[config.mk]
export PLATFORM = sky130hd
export DESIGN_NAME = tmds_decoder
export DESIGN_NICKNAME = d
export VERILOG_FILES = /design/src/rtl/tmds_pkg.sv /design/src/rtl/tmds_word_dec.sv /design/src/rtl/tmds_decoder.sv
export SDC_FILE = /design/constraint.sdc
export NUM_CORES = 1
export LEC_CHECK = 0
export BUFFER_PORTS_ARGS = -buffer_cell sky130_fd_sc_hd__buf_2
export CAP_MARGIN = 25
export CORE_MARGIN = 10
export CORE_UTILIZATION = 55
export DETAILED_ROUTE_END_ITERATION = 10
export PLACE_DENSITY = 0.74
export SLEW_MARGIN = 40
export SYNTH_ARGS = -nofsm -noshare
export SYNTH_HDL_FRONTEND = slang
export SYNTH_SLANG_ARGS = --single-unit
[constraint.sdc]
create_clock -name i_clk -period 7.5 [get_ports i_clk]
set_clock_uncertainty 0.15 [all_clocks]
set_input_delay 0.375 -clock i_clk [delete_from_list [all_inputs] [get_ports i_clk]]
set_output_delay 0.375 -clock i_clk [all_outputs]
set_load 0.005 [all_outputs]
[src/rtl/tmds_pkg.sv]
// tmds_pkg
//   Definitions shared by the TMDS encoder and decoder of one channel:
//   the four 10-bit control tokens, the word-alignment FSM state encoding
//   and the token -> {C1,C0} lookup.
package tmds_pkg;

    // Control tokens as they appear on i_din[9:0] (bit 0 = first serial bit)
    localparam logic [9:0] TMDS_CTRL_00 = 10'b1101010100;
    localparam logic [9:0] TMDS_CTRL_01 = 10'b0010101011;
    localparam logic [9:0] TMDS_CTRL_10 = 10'b0101010100;
    localparam logic [9:0] TMDS_CTRL_11 = 10'b1010101011;

    typedef enum logic [1:0] {
        ST_SEARCH = 2'b00,
        ST_SETTLE = 2'b01,
        ST_LOCKED = 2'b10
    } tmds_state_e;

    // Returns {is_token, C1, C0}; C bits are 00 for non-token words.
    function automatic logic [2:0] tmds_token_lookup(input logic [9:0] word);
        logic [2:0] res;
        res = 3'b000;
        case (word)
            TMDS_CTRL_00: res = 3'b100;
            TMDS_CTRL_01: res = 3'b101;
            TMDS_CTRL_10: res = 3'b110;
            TMDS_CTRL_11: res = 3'b111;
            default:      res = 3'b000;
        endcase
        return res;
    endfunction

endpackage

[src/rtl/tmds_word_dec.sv]
// tmds_word_dec
//   Purely combinational decode of one 10-bit TMDS word.
//   Ports:
//     word     in   10  raw TMDS word, bit 0 = first serial bit
//     is_token out   1  word is one of the four control tokens
//     c        out   2  {C1,C0} of the token (00 when not a token)
//     data     out   8  decoded pixel byte (meaningful when not a token)
module tmds_word_dec (
    input  logic [9:0] word,
    output logic       is_token,
    output logic [1:0] c,
    output logic [7:0] data
);
    import tmds_pkg::*;

    logic [2:0] tok;
    logic [7:0] d;
    logic [6:0] diff;

    assign tok      = tmds_token_lookup(word);
    assign is_token = tok[2];
    assign c        = tok[1:0];

    // bit 9 flags DC-balance inversion, bit 8 selects XOR (1) or XNOR (0) chaining
    assign d    = word[9] ? ~word[7:0] : word[7:0];
    assign diff = d[7:1] ^ d[6:0];
    assign data = {(word[8] ? diff : ~diff), d[0]};

endmodule

[src/rtl/tmds_decoder.sv]
// tmds_decoder
//   Receive side of one TMDS channel: aligns the deserializer word boundary
//   with bitslip pulses until a run of control tokens is seen, then decodes
//   each word into DE, {C1,C0} and the pixel byte with one cycle of latency.
//   Ports:
//     i_clk      in   1  pixel clock
//     i_rst_n    in   1  asynchronous active-low reset
//     i_din      in  10  raw TMDS word, bit 0 = first serial bit
//     o_bitslip  out  1  one-cycle pulse: shift the word boundary by one bit
//     o_slip_cnt out  4  bitslips applied, 0..9, wraps 9 -> 0
//     o_locked   out  1  word alignment achieved
//     o_de       out  1  1 = video data word
//     o_c        out  2  {C1,C0}, valid when o_de = 0
//     o_data     out  8  decoded pixel byte, valid when o_de = 1
module tmds_decoder #(
    parameter int P_TOKEN_RUN      = 8,
    parameter int P_SEARCH_TIMEOUT = 4096,
    parameter int P_SETTLE         = 16,
    parameter int P_LOSS_TIMEOUT   = 65536
) (
    input  logic       i_clk,
    input  logic       i_rst_n,
    input  logic [9:0] i_din,
    output logic       o_bitslip,
    output logic [3:0] o_slip_cnt,
    output logic       o_locked,
    output logic       o_de,
    output logic [1:0] o_c,
    output logic [7:0] o_data
);
    import tmds_pkg::*;

    localparam int RUN_W  = $clog2(P_TOKEN_RUN) + 1;
    localparam int WORD_W = $clog2(P_SEARCH_TIMEOUT) + 1;
    localparam int SET_W  = $clog2(P_SETTLE) + 1;
    localparam int LOSS_W = $clog2(P_LOSS_TIMEOUT) + 1;

    localparam logic [RUN_W-1:0]  RUN_LAST  = RUN_W'(P_TOKEN_RUN - 1);
    localparam logic [WORD_W-1:0] WORD_LAST = WORD_W'(P_SEARCH_TIMEOUT - 1);
    localparam logic [SET_W-1:0]  SET_LAST  = SET_W'(P_SETTLE - 1);
    localparam logic [LOSS_W-1:0] LOSS_LAST = LOSS_W'(P_LOSS_TIMEOUT - 1);

    // Increment that sticks at the all-ones value of a w-bit counter
    function automatic logic [31:0] sat_inc(input logic [31:0] v, input int w);
        logic [31:0] top;
        top = (32'd1 << w) - 32'd1;
        return (v >= top) ? v : v + 32'd1;
    endfunction

    logic              tok;
    logic [1:0]        tok_c;
    logic [7:0]        dec_data;

    tmds_state_e       state_q, state_d;
    logic [RUN_W-1:0]  run_q, run_d;
    logic [WORD_W-1:0] word_q, word_d;
    logic [SET_W-1:0]  settle_q, settle_d;
    logic [LOSS_W-1:0] loss_q, loss_d;
    logic [3:0]        slip_q, slip_d;
    logic              bitslip_q, bitslip_d;

    logic              vld_p1, vld_d;
    logic              de_p1, de_d;
    logic [1:0]        c_p1, c_d;
    logic [7:0]        data_p1, data_d;

    tmds_word_dec u_word_dec (
        .word     (i_din),
        .is_token (tok),
        .c        (tok_c),
        .data     (dec_data)
    );

    always_comb begin
        state_d   = state_q;
        run_d     = run_q;
        word_d    = word_q;
        settle_d  = settle_q;
        loss_d    = loss_q;
        slip_d    = slip_q;
        bitslip_d = 1'b0;
        vld_d     = 1'b0;

        case (state_q)
            ST_SEARCH: begin
                word_d = WORD_W'(sat_inc(32'(word_q), WORD_W));
                run_d  = tok ? RUN_W'(sat_inc(32'(run_q), RUN_W)) : '0;
                // Lock is tested first so it wins over a simultaneous timeout
                if (tok && (run_q == RUN_LAST)) begin
                    state_d = ST_LOCKED;
                    vld_d   = 1'b1;
                    loss_d  = '0;
                    word_d  = '0;
                    run_d   = '0;
                end else if (word_q == WORD_LAST) begin
                    // The pulse is registered, so it appears in the cycle
                    // after the timeout word and is never repeated.
                    state_d   = ST_SETTLE;
                    bitslip_d = 1'b1;
                    slip_d    = (slip_q == 4'd9) ? 4'd0 : slip_q + 4'd1;
                    settle_d  = '0;
                end
            end
            ST_SETTLE: begin
                settle_d = SET_W'(sat_inc(32'(settle_q), SET_W));
                if (settle_q == SET_LAST) begin
                    state_d = ST_SEARCH;
                    word_d  = '0;
                    run_d   = '0;
                end
            end
            ST_LOCKED: begin
                vld_d  = 1'b1;
                loss_d = tok ? '0 : LOSS_W'(sat_inc(32'(loss_q), LOSS_W));
                if (!tok && (loss_q == LOSS_LAST)) begin
                    state_d = ST_SEARCH;
                    vld_d   = 1'b0;
                    loss_d  = '0;
                    word_d  = '0;
                    run_d   = '0;
                end
            end
            default: begin
                state_d = ST_SEARCH;
                word_d  = '0;
                run_d   = '0;
            end
        endcase

        // Decoded fields are gated by the lock state they are presented with
        de_d   = 1'b0;
        c_d    = 2'b00;
        data_d = 8'h00;
        if (vld_d) begin
            if (tok) begin
                c_d    = tok_c;
                data_d = data_p1;
            end else begin
                de_d   = 1'b1;
                c_d    = c_p1;
                data_d = dec_data;
            end
        end
    end

    always_ff @(posedge i_clk or negedge i_rst_n) begin
        if (!i_rst_n) begin
            state_q   <= ST_SEARCH;
            run_q     <= '0;
            word_q    <= '0;
            settle_q  <= '0;
            loss_q    <= '0;
            slip_q    <= 4'd0;
            bitslip_q <= 1'b0;
        end else begin
            state_q   <= state_d;
            run_q     <= run_d;
            word_q    <= word_d;
            settle_q  <= settle_d;
            loss_q    <= loss_d;
            slip_q    <= slip_d;
            bitslip_q <= bitslip_d;
        end
    end

    // Stage p1: registered decode outputs, one cycle behind i_din
    always_ff @(posedge i_clk or negedge i_rst_n) begin
        if (!i_rst_n) begin
            vld_p1  <= 1'b0;
            de_p1   <= 1'b0;
            c_p1    <= 2'b00;
            data_p1 <= 8'h00;
        end else begin
            vld_p1  <= vld_d;
            de_p1   <= de_d;
            c_p1    <= c_d;
            data_p1 <= data_d;
        end
    end

    assign o_bitslip  = bitslip_q;
    assign o_slip_cnt = slip_q;
    assign o_locked   = vld_p1;
    assign o_de       = de_p1;
    assign o_c        = c_p1;
    assign o_data     = data_p1;

endmodule
Word level (Yosys, flattened, before mapping)
Cells that the tools add are included.

Bits of input ports: 12. Output and inout port bits: 17. Register bits: 58.

Magnitude comparators: 4. Bitwise logic cells: 4. Reduce and logical (&&, ||, !) cells: 12. Add/subtract/negate cells: 5. Multiplexer cells: 41. Equal/unequal tests: 23.

Operator list (number): 17-bit 2-to-1 mux (4); 13-bit 2-to-1 mux (4); 13-bit case mux with 3 select lines (1); 17-bit case mux with 2 select lines (1); 4-bit 2-to-1 mux (6); 8-bit 2-to-1 mux (3); 10-bit == test, second input constant (2); 17-bit by 1-bit adder with 17-bit output, second input constant (1); 17-bit by 16-bit == test with 1-bit output, second input constant (1); 17-bit greater-or-equal comparator, second input constant (1); 5-bit 2-to-1 mux (3); 3-bit AND reduction (5); 2-bit inequality test, second input constant (7); 13-bit by 1-bit adder with 13-bit output, second input constant (1); 13-bit by 12-bit == test with 1-bit output, second input constant (1); 13-bit greater-or-equal comparator, second input constant (1); 2-bit 2-to-1 mux (6); 3-bit case mux with 4 select lines (1); 4-bit case mux with 3 select lines (1); 10-bit by 8-bit == test with 1-bit output, second input constant (1); 10-bit by 9-bit == test with 1-bit output, second input constant (1); 5-bit case mux with 2 select lines (1); 4-bit by 1-bit adder with 4-bit output, second input constant (2); 8-bit inverter (1); other kinds (24) (33).

Depth between registers and ports, before layout
Depth after elaboration: 7. Depth in mapped cells: 12. Depth with buffers taken out: 11.

By module
A second synthesis with hierarchy kept.

Cells, all modules: 336. Area total of the unflattened synthesis: 3253.1 um^2.

Modules (own cells, without submodules): tmds_decoder (seq. area each 1451.4 um^2, area an instance 3047.9 um^2, instances 1, cells each 312); tmds_word_dec (seq. area each 0.0 um^2, area an instance 205.2 um^2, instances 1, cells each 24).

Worst setup path before layout
No wires, ideal clock.

Kind: reg2reg. Start point: register loss_q[0]. End point: register loss_q[13]. Stages on the path, launching flop included: 13. Data arrival time: 2.619 ns. Path slack: 4.649 ns. Required time: 7.268 ns. Setup time: 0.082 ns. Path through: dfrtp_1 > ha_1 > nand4_1 > nor4_1 > and3_1 > and3_1 > ha_1 > or3b_2 > nor3_2 > buf_4 > buf_2 > a31oi_1 > a31oi_1.

Word-level cells in the longest chain between the ends: 5.

RTL lines: start, declared (RTL line tmds_decoder.sv:58) `logic [LOSS_W-1:0] loss_q, loss_d;`; start signal, assigned (RTL line tmds_decoder.sv:160) `loss_q <= loss_d;`; 17-bit by 1-bit adder with 17-bit output (RTL line tmds_decoder.sv:47) `return (v >= top) ? v : v + 32'd1;`; 17-bit 2-to-1 mux (RTL line tmds_decoder.sv:47); 17-bit 2-to-1 mux (RTL line tmds_decoder.sv:114) `loss_d = tok ? '0 : LOSS_W'(sat_inc(32'(loss_q), LOSS_W));`; 17-bit 2-to-1 mux (RTL line tmds_decoder.sv:115) `if (!tok && (loss_q == LOSS_LAST)) begin`; 17-bit case mux with 2 select lines (RTL line tmds_decoder.sv:84) `case (state_q)`.

Parallel ways exist; a longest one is shown, timed or not. The select of a mux whose other input is x is not followed. A chain may end at the register's enable or synchronous reset.

Worst setup path after layout
Start point: register loss_q[0]. End point: register word_q[12].

Word-level cells in the longest chain between the ends: 4.

RTL lines: 17-bit by 16-bit == test with 1-bit output (RTL line tmds_decoder.sv:115); 1-bit logical AND (RTL line tmds_decoder.sv:115); 2-bit inequality test (no source line); 3-bit AND reduction (no source line); end signal, assigned (RTL line tmds_decoder.sv:158) `word_q <= word_d;`; end, declared (RTL line tmds_decoder.sv:56) `logic [WORD_W-1:0] word_q, word_d;`.

Every way passes these cells.

==> metrics.yaml <==
outcome:
  status: "finished, final reports clean"
floorplan:
  ioPinCount: 29
  die_x_um: 98.0
  num_rows: 28
  core_area_um2: 5920
  die_area_um2: 9600
  fp.dieH_um: 98.0
  initial_utilization_pct: 56.5
worst_setup_path:
  cp_max_fo: 9
  cp-end-kind: "flop"
  arrival_ps: 3270
  crit_required_ps: 7580
  critPathLaunchType: "flop"
  path_class: "reg -> reg"
  ff2ff_setup_slack_ps: 4320
global_route:
  grt_pass1_wl_um: 12600
  grt_max_degree: 59
  grt-ovfl-total: 0
  antenna_found_initial: 0
  grt.total_usage_pct: 15.5
  grt_pass1_vias: 2720
drt:
  vias_per_cell: 6.13
  wl_um: 7340
  vias: 2822
  drc_errors: 0
  avgRoutedWirePerCell_um: 16.0
  firstDrtPassIters: 4
  drt-initial-drc-count: 147
  drtAntennaViolNets: 0
logic_synthesis:
  ys_seq_elements: 58
  ys_types: 62
  ys_async_sr_fraction_pct: 100
  syn_area_um2: 3340
  ys_top_cells_by_count: "dfrtp_1 (58), nand2_1 (35), a31oi_1 (29), nand3_1 (17), nor2_1 (14)"
  synth_largest_area_cell: "dfrtp_1"
  synth_edf_count: 0
  yosys.area.top_type_share_pct: 43.4
  yosysWarningCount: 0
  syn_inst: 352
  avgSynthCellArea_um2: 9.50
  syn-num-nets: 372
  yosysSeqAreaShare_pct: 43.4
  synth_ff_type: "dfrtp_1"
  synth.most_common_cell: "dfrtp_1"
  synthTopCellsByArea: "dfrtp_1 (43%), a31oi_1 (5.4%), nand2_1 (3.9%)"
finish:
  layout.cells.non_filler: 460
  layout.nets: 400
  n_antenna_cell: 0
  areaGrowthSynthToFinish_pct: 11.3
  final_layout_size_suffix_gt1_share_pct: 17.4
  design_area_um2: 3720
min_path:
  holdCritPathClass: "in -> async"
power:
  total_power_uw: 610
  p_int_uw: 467
  switching_share_pct: 23.5
  vdd_drop_max_v: 0.000131
  switchingPower_uw: 143
  seq_power_share_pct: 51.3
  power_density_nw_per_um2: 164
  p_leak_nw: 1.63
  power.share.combinational_pct: 3.7
  p_clk_share_pct: 45.0
cts:
  cts_made_buffers: 9
  cts.path.max_buffers: 2
  clkTransAtPathRegs_ps: 70
  cts_resized: 0
  clock-sinks: 58
  post_cts_buffers: 0
  insertion_delay_ps: 350
  htree_levels: 3
  cts_hold_buf: 0
  cts_tree: "done"
  cts_root_buf: "clkbuf_8"
placement:
  place.port_buffers: 28
  place_inst: 444
  dp_hpwl_um: 5190
  detailed_place.area_um2: 3530
  gp_congestion: 0.864
timing:
  finalCriticalPeriod_ps: 3180
  fmax_mhz: 314
  setup_tns_ps: 0
  slew_violations: 0
  setup_viol: 0
  worstMarginPinSlew_ps: 724
  hold_viol_final: 0
  slew_headroom_pct: 51.7
  hold_slack_ps: 19.0
  rsz0062_at_grt: "false"
  period_share_pct: 42.4
job:
  drv_cap: 0
-- path summary, 6_finish.rpt --
check | endpoint | depth (start not counted) | from
max | word_q[12] | 10 | loss_q[0]
min | o_data[4] | 2 | i_rst_n
max reg2reg | word_q[12] | 10 | loss_q[0]
min reg2reg | word_q[9] | 1 | word_q[9]
max in group asynchronous | loss_q[0] | 2 | i_rst_n
min in group i_clk | o_c[1] | 4 | i_din[9]
-- cells by family (layout without fill, tap and decap cells) --
kind of cell             Yosys count  count (layout)  synth area share (%)
AND/OR/NAND/NOR                  148             148                  25.4
AO/OA/AOI/OAI                     91              91                  18.6
flip-flops                        58              58                  43.4
buffers and inverters             26              59                  3.63
XOR/XNOR                          15              15                  3.93
adder cells (fa/ha/maj)            8               8                  2.99
multiplexers                       6               6                  1.98
-- cell type report --
class	count	area (µm²)
Fill cell	509	2200
Tap cell	75	93.8
Timing Repair Buffer	31	163
Inverter	12	45.0
Multi-Input combinational cell	268	1780
Clock buffer	12	165
Clock inverter	4	25.0
Sequential cell	58	1450
-- power by group through the flow --
stage	Sequential, mW	Combinational [mW]	Clock [mW]
floorplan	0.319	0.0106	0
global placement	0.319	0.0227	0
detailed placement	0.319	0.0231	0
CTS	0.313	0.0232	0.278
global route	0.313	0.0256	0.293
finish	0.313	0.0225	0.275
-- metal layers --
metal / share of wire (%) / wire (µm) / global-route usage (%) / vias to the layer above
met5: 0 / 0 / 0 / -
met4: 1.7 / 127 / 7.83 / 0
met3: 5.9 / 435 / 4.51 / 12
met2: 46 / 3370 / 23.7 / 71
met1: 46 / 3410 / 19.5 / 1356
li1: - / - / - / 1383
-- stage by stage --
step,worst slack [ps],utilization (%)
global route,4010,62.8
finish,4320,62.8
CTS,4350,62.8
global placement,4470,59.6
floorplan,4650,-
detailed placement,4400,59.6
-- cell usage in the layout (no fill, tap or decap), drive strengths merged, types with 12 or more instances in the layout --
cell	synthesis	layout
dfrtp	58	58
nand2	37	37
buf	10	31
a31oi	29	29
nand3	17	17
nor2	14	14
and3	14	14
o21ai	14	14
inv	12	12
nand2b	12	12
clkbuf	4	12
-- sequential cells by signal (all words and copies together) (netlist names), 2 cells and up --
register	cells
loss_q	17
o_c	2
o_data	8
o_slip_cnt	4
run_q	4
settle_q	5
state_q	2
word_q	13
-- critical path, cell delays in order (launching register included) --
cell and delay, ps:
dfrtp_1 410, ha_1 240, nand4_1 110, nor4_1 300, and3_1 240, and3_1 190
ha_1 190, or3b_2 200, o21ai_1 250, a31oi_1 560, o21ba_2 240
(Power assumes the default switching activity.)
